## config.mk

```make
export PLATFORM = sky130hd
export DESIGN_NAME = cwt_coef_fetch
export DESIGN_NICKNAME = d
export VERILOG_FILES = /design/src/rtl/cwt_coef_fetch.sv
export SDC_FILE = /design/constraint.sdc
export NUM_CORES = 1
export LEC_CHECK = 0
export ABC_AREA = 1
export CAP_MARGIN = 20
export CORE_MARGIN = 5
export CORE_UTILIZATION = 56
export CTS_CLUSTER_DIAMETER = 60
export CTS_CLUSTER_SIZE = 24
export DETAILED_ROUTE_END_ITERATION = 16
export GPL_TIMING_DRIVEN = 1
export PLACE_DENSITY = 0.81
export SLEW_MARGIN = 20
export SYNTH_ARGS = -nofsm -noshare
export SYNTH_HDL_FRONTEND = slang
export SYNTH_SLANG_ARGS = --single-unit
```

## constraint.sdc

```tcl
create_clock -name clk -period 7.4 [get_ports clk]
set_input_delay 1.48 -clock clk [delete_from_list [all_inputs] [get_ports clk]]
set_output_delay 1.48 -clock clk [all_outputs]
set_load 0.05 [all_outputs]
```

## src/rtl/cwt_coef_fetch.sv

```systemverilog
// -----------------------------------------------------------------------------
// cwt_coef_fetch
//
// Read-side sequencer for the CWT wavelet-coefficient ROMs. A start request
// for one scale drives the shared address into the real/imaginary ROMs (both
// with a 1-cycle registered read). The returned pairs are buffered in a small
// FIFO and streamed to the frequency-domain multiplier over valid/ready,
// tagged with the bin offset inside the scale and a last flag.
//
// Ports:
//   clk        - system clock, all logic on the rising edge
//   rst        - synchronous active-high reset, aborts any fetch
//   start      - request a scale fetch (only looked at while idle)
//   scale_sel  - scale index 0..NUM_SCALES-1
//   busy       - high from accepted start until the last beat is handed off
//   err        - 1-cycle pulse on a start with an out-of-range scale_sel
//   rom_addr   - registered address shared by both ROMs
//   rom_rd_re  - real ROM read data (valid one cycle after the address)
//   rom_rd_im  - imaginary ROM read data
//   out_valid  - coefficient pair available at the FIFO head
//   out_ready  - downstream accepts when high together with out_valid
//   out_re     - real coefficient, two's complement
//   out_im     - imaginary coefficient, two's complement
//   out_bin    - bin offset within the scale, 0..len-1
//   out_last   - high on the final bin of the scale
// -----------------------------------------------------------------------------
module cwt_coef_fetch #(
  parameter int FIFO_DEPTH = 4,
  parameter int NUM_SCALES = 15
) (
  input  logic        clk,
  input  logic        rst,
  input  logic        start,
  input  logic [3:0]  scale_sel,
  output logic        busy,
  output logic        err,
  output logic [7:0]  rom_addr,
  input  logic [15:0] rom_rd_re,
  input  logic [15:0] rom_rd_im,
  output logic        out_valid,
  input  logic        out_ready,
  output logic [15:0] out_re,
  output logic [15:0] out_im,
  output logic [3:0]  out_bin,
  output logic        out_last
);

  localparam int PTR_W = (FIFO_DEPTH > 1) ? $clog2(FIFO_DEPTH) : 1;
  localparam int CNT_W = $clog2(FIFO_DEPTH + 1);
  localparam logic [PTR_W-1:0] LAST_PTR = PTR_W'(FIFO_DEPTH - 1);
  localparam logic [4:0] NUM_SCALES_L = 5'(NUM_SCALES);

  typedef enum logic [1:0] {
    S_IDLE  = 2'd0,
    S_ISSUE = 2'd1,
    S_DRAIN = 2'd2
  } state_t;

  // Scale table: returns {base[7:0], len[3:0]} for a scale index.
  function automatic logic [11:0] scale_entry(input logic [3:0] idx);
    logic [11:0] v;
    case (idx)
      4'd0:    v = {8'd0,   4'd9};
      4'd1:    v = {8'd9,   4'd9};
      4'd2:    v = {8'd18,  4'd11};
      4'd3:    v = {8'd29,  4'd11};
      4'd4:    v = {8'd40,  4'd9};
      4'd5:    v = {8'd49,  4'd9};
      4'd6:    v = {8'd58,  4'd9};
      4'd7:    v = {8'd67,  4'd9};
      4'd8:    v = {8'd76,  4'd9};
      4'd9:    v = {8'd85,  4'd9};
      4'd10:   v = {8'd94,  4'd8};
      4'd11:   v = {8'd102, 4'd8};
      4'd12:   v = {8'd110, 4'd8};
      4'd13:   v = {8'd118, 4'd8};
      4'd14:   v = {8'd126, 4'd8};
      default: v = {8'd0,   4'd0};
    endcase
    return v;
  endfunction

  // Circular pointer advance for a FIFO_DEPTH-entry buffer.
  function automatic logic [PTR_W-1:0] ptr_next(input logic [PTR_W-1:0] p);
    logic [PTR_W-1:0] n;
    if (p == LAST_PTR) begin
      n = {PTR_W{1'b0}};
    end else begin
      n = p + {{(PTR_W-1){1'b0}}, 1'b1};
    end
    return n;
  endfunction

  // Control state
  state_t          r_state;
  state_t          w_next_state;
  logic [3:0]      r_len;
  logic [3:0]      r_issue_cnt;
  logic [7:0]      r_rom_addr;
  logic            r_err;

  // Read-pipeline tags: stage 1 = address on the bus, stage 2 = ROM sampled
  logic            r_p1_vld;
  logic [3:0]      r_p1_bin;
  logic            r_p1_last;
  logic            r_p2_vld;
  logic [3:0]      r_p2_bin;
  logic            r_p2_last;

  // Output FIFO
  logic [15:0]     r_fifo_re   [FIFO_DEPTH];
  logic [15:0]     r_fifo_im   [FIFO_DEPTH];
  logic [3:0]      r_fifo_bin  [FIFO_DEPTH];
  logic            r_fifo_last [FIFO_DEPTH];
  logic [PTR_W-1:0] r_wr_ptr;
  logic [PTR_W-1:0] r_rd_ptr;
  logic [CNT_W-1:0] r_count;

  // Combinational helpers
  logic [11:0]     w_sel_entry;
  logic [7:0]      w_sel_base;
  logic [3:0]      w_sel_len;
  logic            w_sel_ok;
  logic            w_start_ok;
  logic            w_start_bad;
  logic            w_pop;
  logic            w_push;
  logic [1:0]      w_inflight;
  logic            w_credit_ok;
  logic            w_drain_done;
  logic            w_issue;
  logic [3:0]      w_issue_bin;
  logic            w_issue_last;

  assign w_sel_entry = scale_entry(scale_sel);
  assign w_sel_base  = w_sel_entry[11:4];
  assign w_sel_len   = w_sel_entry[3:0];
  assign w_sel_ok    = ({1'b0, scale_sel} < NUM_SCALES_L);
  assign w_start_ok  = (r_state == S_IDLE) & start & w_sel_ok;
  assign w_start_bad = (r_state == S_IDLE) & start & ~w_sel_ok;

  assign w_pop      = out_valid & out_ready;
  assign w_push     = r_p2_vld;
  assign w_inflight = {1'b0, r_p1_vld} + {1'b0, r_p2_vld};

  // Credit rule: everything already buffered or still in the ROM pipeline must
  // fit in the FIFO, so a push can never find it full.
  assign w_credit_ok = (int'(r_count) + int'(w_inflight) - int'(w_pop)) < FIFO_DEPTH;

  // No push is possible once the pipeline is empty, so only the pop matters.
  assign w_drain_done = (w_inflight == 2'd0) &&
                        ((r_count == {CNT_W{1'b0}}) ||
                         ((r_count == {{(CNT_W-1){1'b0}}, 1'b1}) && w_pop));

  // FSM state register
  always_ff @(posedge clk) begin
    if (rst) begin
      r_state <= S_IDLE;
    end else begin
      r_state <= w_next_state;
    end
  end

  // FSM next-state logic
  always_comb begin
    w_next_state = r_state;
    case (r_state)
      S_IDLE: begin
        if (w_start_ok) begin
          w_next_state = S_ISSUE;
        end else begin
          w_next_state = S_IDLE;
        end
      end
      S_ISSUE: begin
        // Leave on the edge that issues the final address of the scale.
        if (w_issue && ((r_issue_cnt + 4'd1) == r_len)) begin
          w_next_state = S_DRAIN;
        end else begin
          w_next_state = S_ISSUE;
        end
      end
      S_DRAIN: begin
        if (w_drain_done) begin
          w_next_state = S_IDLE;
        end else begin
          w_next_state = S_DRAIN;
        end
      end
      default: w_next_state = S_IDLE;
    endcase
  end

  // FSM outputs: whether an address is issued this cycle and its bin tag
  always_comb begin
    w_issue      = 1'b0;
    w_issue_bin  = 4'd0;
    w_issue_last = 1'b0;
    case (r_state)
      S_IDLE: begin
        w_issue      = w_start_ok;
        w_issue_bin  = 4'd0;
        w_issue_last = (w_sel_len == 4'd1);
      end
      S_ISSUE: begin
        w_issue      = w_credit_ok;
        w_issue_bin  = r_issue_cnt;
        w_issue_last = (r_issue_cnt == (r_len - 4'd1));
      end
      S_DRAIN: begin
        w_issue      = 1'b0;
        w_issue_bin  = 4'd0;
        w_issue_last = 1'b0;
      end
      default: begin
        w_issue      = 1'b0;
        w_issue_bin  = 4'd0;
        w_issue_last = 1'b0;
      end
    endcase
  end

  // Address generator, error pulse and read-pipeline tag registers
  always_ff @(posedge clk) begin
    if (rst) begin
      r_rom_addr  <= 8'd0;
      r_len       <= 4'd0;
      r_issue_cnt <= 4'd0;
      r_err       <= 1'b0;
      r_p1_vld    <= 1'b0;
      r_p1_bin    <= 4'd0;
      r_p1_last   <= 1'b0;
      r_p2_vld    <= 1'b0;
      r_p2_bin    <= 4'd0;
      r_p2_last   <= 1'b0;
    end else begin
      r_err <= w_start_bad;
      if (w_issue) begin
        if (r_state == S_IDLE) begin
          r_rom_addr  <= w_sel_base;
          r_len       <= w_sel_len;
          r_issue_cnt <= 4'd1;
        end else begin
          r_rom_addr  <= r_rom_addr + 8'd1;
          r_issue_cnt <= r_issue_cnt + 4'd1;
        end
      end else begin
        // rom_addr keeps its last issued value, including after a scale ends.
        r_rom_addr  <= r_rom_addr;
        r_issue_cnt <= r_issue_cnt;
      end
      r_p1_vld  <= w_issue;
      r_p1_bin  <= w_issue_bin;
      r_p1_last <= w_issue_last;
      r_p2_vld  <= r_p1_vld;
      r_p2_bin  <= r_p1_bin;
      r_p2_last <= r_p1_last;
    end
  end

  // Output FIFO storage, pointers and occupancy
  always_ff @(posedge clk) begin
    if (rst) begin
      for (int i = 0; i < FIFO_DEPTH; i++) begin
        r_fifo_re[i]   <= 16'd0;
        r_fifo_im[i]   <= 16'd0;
        r_fifo_bin[i]  <= 4'd0;
        r_fifo_last[i] <= 1'b0;
      end
      r_wr_ptr <= {PTR_W{1'b0}};
      r_rd_ptr <= {PTR_W{1'b0}};
      r_count  <= {CNT_W{1'b0}};
    end else begin
      if (w_push) begin
        r_fifo_re[r_wr_ptr]   <= rom_rd_re;
        r_fifo_im[r_wr_ptr]   <= rom_rd_im;
        r_fifo_bin[r_wr_ptr]  <= r_p2_bin;
        r_fifo_last[r_wr_ptr] <= r_p2_last;
        r_wr_ptr              <= ptr_next(r_wr_ptr);
      end else begin
        r_wr_ptr <= r_wr_ptr;
      end
      if (w_pop) begin
        r_rd_ptr <= ptr_next(r_rd_ptr);
      end else begin
        r_rd_ptr <= r_rd_ptr;
      end
      case ({w_push, w_pop})
        2'b10:   r_count <= r_count + {{(CNT_W-1){1'b0}}, 1'b1};
        2'b01:   r_count <= r_count - {{(CNT_W-1){1'b0}}, 1'b1};
        default: r_count <= r_count;
      endcase
    end
  end

  assign busy      = (r_state != S_IDLE);
  assign err       = r_err;
  assign rom_addr  = r_rom_addr;
  assign out_valid = (r_count != {CNT_W{1'b0}});
  assign out_re    = r_fifo_re[r_rd_ptr];
  assign out_im    = r_fifo_im[r_rd_ptr];
  assign out_bin   = r_fifo_bin[r_rd_ptr];
  assign out_last  = r_fifo_last[r_rd_ptr];

endmodule
```

### Word level (Yosys, flattened, before mapping)

Memories as Yosys holds them, arrays and structs flattened. A register that Yosys moved wholly into a read port is not among the register bits.
Cells that the tools add are included.

* memory bits (read-only): 160
* input bits: 40
* memory bits (writable): 148
* output and inout port bits: 48
* register bits after elaboration: 38
* memories kept: 5

Memory list
* (name not given): words 16, bits a word 10, rd ports 1, clocked after Yosys merged registers in 0, write ports 0, line 62 `case (idx)`
* r_fifo_im: words 4, bits a word 16, rd ports 1, clocked after Yosys merged registers in 1, write ports 4, line 112 `logic [15:0] r_fifo_im [FIFO_DEPTH];`
* r_fifo_re: words 4, bits a word 16, rd ports 1, clocked after Yosys merged registers in 1, write ports 4, line 111 `logic [15:0] r_fifo_re [FIFO_DEPTH];`
* r_fifo_bin: words 4, bits a word 4, rd ports 1, clocked after Yosys merged registers in 1, write ports 4, line 113 `logic [3:0] r_fifo_bin [FIFO_DEPTH];`
* r_fifo_last: words 4, bits a word 1, rd ports 1, clocked after Yosys merged registers in 1, write ports 4, line 114 `logic r_fifo_last [FIFO_DEPTH];`

* multiplexer cells: 36
* $add $sub $neg: 10
* eq/ne operators: 10
* bitwise logic cells: 6
* reduce and logical (&&, ||, !) cells: 16
* order comparisons: 2

Operators by type and width (count)
* $mux W16: 2
* $mux W2: 16
* $reduce_or A16 Y1: 2
* $mux W1: 11
* $add A8 B1 Y8 const B: 1
* $eq A2 B2 Y1 const B: 4
* $eq A4 B4 Y1: 2
* $mux W4: 2
* $mux W8: 1
* $pmux W2 S3: 1
* $pmux W3 S2: 1
* $lt A5 B4 Y1 const B: 1
* $sub A4 B1 Y5: 1
* $add A2 B1 Y2 const B: 2
* $add A3 B2 Y4: 1
* $add A4 B1 Y4 const B: 1
* $and A1 B1 Y1: 4
* $eq A2 B1 Y1 const B: 2
* $eq A4 B1 Y1 const B: 1
* $logic_not A2 Y1: 2
* $lt A4 B4 Y1 const B: 1
* $pmux W1 S2: 2
* $reduce_bool A2 Y1: 2
* $reduce_or A4 Y1: 1
* other kinds (13): 16

### Logic depth before layout (Yosys ltp)

* depth after elaboration: 8
* gate-level depth with buffers: 22
* mapped depth without buffers: 21

### Least setup slack after synthesis

No wires, ideal clock.

* path kind: input -> register
* start point: in rst
* end point: mem r_fifo_bin[3][0], enable pin
* library setup time: 432 ps
* arrival: 3505 ps
* buffers on the path: 1
* stages: 7
* data required time: 6968 ps
* setup slack: 3463 ps
* cells stage by stage: buf_2 > nor2_1 > inv_1 > nor2_1 > inv_1 > nand2_1 > nor2_1

RTL lines
* from (decl): line 32 `input logic rst,`
* to (decl): line 113

==> run_results.csv <==
group,metric,value,unit
finish,area_growth_syn_to_layout,18.9,%
critical_path,cp-end-kind,"output pin",
power_and_ir_drop,powerDensity,358,nW/um2
finish,seq_area,5230,um2
timing,min_period_over_period,0.699,
finish,final_area,9940,um2
placed_design,place_area,9330,um2
grt,grt_first_pass_wirelength,29100,um
synth,syn_inst,860,
timing,tns,0,ps
cts,htree_levels,4,
grt,grt_usage,0.206,
critical_path,crit_required,5920,ps
hold_path,hold_depth,2,
status,status,"complete, no violations",
critical_path,rr_worst_depth,8,
synth,synth_area_leader_cell,"edfxtp_1",
grt,use_met3,0.0496,
timing,rsz0062_at_grt,"false",
critical_path,r2r_end,"r_fifo_im[2][12]",
timing,maxClockFrequency,193,MHz
finish,insertedDiodeCount,0,
grt,gr-total-overflow,0,
route,via_per_inst,5.54,
grt,first_global_vias,6058,
critical_path,crit_type,"reg2out",
route,drc_errors,0,
cts,clockBufferDepth,2,
die,die_w,132,um
route,dr.first_iter.drc_count,577,
timing,slew_violations,0,
cts,cts_hold_buf,0,
finish,nFillCells,1084,
route,wirelength,18000,um
finish,stdcell_count,1125,
grt,top_usage_layer,"met2",
synth,netlist_top_cells_area,"edfxtp_1 53%, nor2_1 12%, dfxtp_1 9.3%",
die,die_height,132,um
critical_path,cp.arrival,3700,ps
finish,multiInputGateArea,2650,um2
finish,finalNetCount,990,
timing,hold_ws,409,ps
power_and_ir_drop,leakagePower,3.98,nW
route,ant_nets,0,
synth,yosysTopAreaCellShare,0.532,
timing,worstMarginPinSlew,1010,ps
power_and_ir_drop,power,3.56,mW
route,via_count,6233,
grt,antenna_found_initial,0,
synth,ys.flop_type,"edfxtp_1",
grt,grt_use_met2,0.353,
hold_path,worstHoldEndpoint,"r_p2_last",
cts,cts_buffers,17,
synth,synth_area,8350,um2
synth,avgSynthCellArea,9.71,um2
synth,synth_edf_count,148,
die,initial_core_util,0.573,
timing,relSlewSlack,0.324,
die,coreArea,14600,um2
critical_path,r2r_slack,4590,ps
critical_path,path_max_fanout,75,
die,dieArea,17500,um2
route,wl_per_cell,16.0,um
synth,ys_seq_area_frac,0.626,
synth,synth_most_common_cell,"nor2_1",
critical_path,critPathLaunchType,"register",
timing,skew,7.51,ps
cts,cts_root_buf,"clkbuf_16",
synth,yosysUniqueCellTypes,32,
placed_design,gp_congestion,0.839,
timing,finalCriticalPeriod,5180,ps
placed_design,dp.cells,1091,
placed_design,dp_hpwl,10800,um
cts,post-cts-setup-buffers,0,
die,io_pins,88,
run,max_cap_violations,0,
power_and_ir_drop,ir_worst_vdd,0.000243,V
hold_path,holdCritStartpoint,"r_p1_last",
placed_design,port_buffers,87,
timing,final_hold_viol_count,0,
timing,setup_violations,0,
cts,postCtsResizedCells,0,
cts,numClockSinks,187,
cts,insertion_delay,430,ps
synth,synthTopCellsByCount,"259 x nor2_1, 148 x edfxtp_1, 93 x o21ai_0",
hold_path,min_path_type,"reg2reg",
die,rows,44,
synth,syn_nets,922,
synth,yosys_warnings,0,
critical_path,r2r_start,"r_p2_vld",
grt,grt_max_degree,76,
grt,grt_util_met1,0.256,
synth,ys_ff_latch,187,
route,dr.pass1.iters,5,
finish,drive_above_1_share,0.0542,
cts,cts_tree,"built",
cts,clk_pin_slew,60,ps
synth,async_flop_share,0,
==> metal layers <==
metal / vias to the layer above / wire, um
met5: - / 0
met2: 238 / 9220
met4: 0 / 247
met1: 2954 / 7430
met3: 27 / 1130
li1: 3014 / -
==> power breakdown <==
group	total (mW)	switching [mW]	internal [mW]
Sequential	1.28	0.0455	1.24
Combinational	1.42	0.977	0.442
Clock	0.856	0.357	0.499
Total	3.56	1.38	2.18
==> cells in the final DEF (no fill, tap or decap), types with 7 or more instances in the layout <==
master	count
nor2_1	258
edfxtp_1	148
o21ai_0	93
clkdlybuf4s50_1	87
inv_1	78
nand2_1	59
o22ai_1	39
dfxtp_1	38
a21oi_1	22
ha_1	22
clkbuf_16	17
nand3_1	9
clkbuf_1	8
o21ai_1	7
==> stage by stage <==
step / setup slack (ps) / util
after floorplan: 3460 / -
after global placement: 2760 / 0.639
after detailed placement: 2700 / 0.639
after CTS: 2560 / 0.677
after global routing: 1930 / 0.681
final: 2220 / 0.681
==> critical path, cell delays in order, from the launching register on <==
cell and delay (ps):
dfxtp_2 310, buf_4 580, clkinv_2 920, o21ai_0 510, o22ai_1 140, clkdlybuf4s50_1 720
==> cell type report <==
| class | instances | area share |
|---|---|---|
| clock inverter | 3 | 0.00403 |
| inverter | 83 | 0.0315 |
| clock buffer | 29 | 0.0514 |
| timing repair buffer | 95 | 0.0977 |
| multi-input combinational | 544 | 0.266 |
| sequential | 187 | 0.526 |
| tap | 184 | 0.0232 |
==> logic make-up (layout without fill, tap and decap cells) <==
logic type,after synthesis,count (layout),synth area share
buffers and inverters,129,210,0.0596
flip-flops,187,187,0.626
AND/OR/NAND/NOR,345,345,0.163
AO/OA/AOI/OAI,169,169,0.110
adder cells (fa/ha/maj),22,22,0.0330
XOR/XNOR,8,8,0.00839
==> state kept, by name, summed over array words and instances, names as in the netlist, 3 cells and up, named ones only <==
register	flops
r_count	3
r_fifo_bin	16
r_fifo_im	64
r_fifo_last	4
r_fifo_re	64
r_issue_cnt	4
r_len	3
r_p1_bin	4
r_p2_bin	4
rom_addr	8
==> worst max path at each step <==
stage	cells after the start	end	start	slack, ps
after floorplan	7	r_fifo_bin[3][0]	rst	3460
after global placement	8	r_fifo_bin[2][1]	rst	2760
after detailed placement	8	r_fifo_re[2][11]	rst	2700
after CTS	5	out_last	register	2560
after global routing	5	out_im[11]	register	1930
final	5	out_re[4]	register	2220
(Power assumes the default switching activity.)
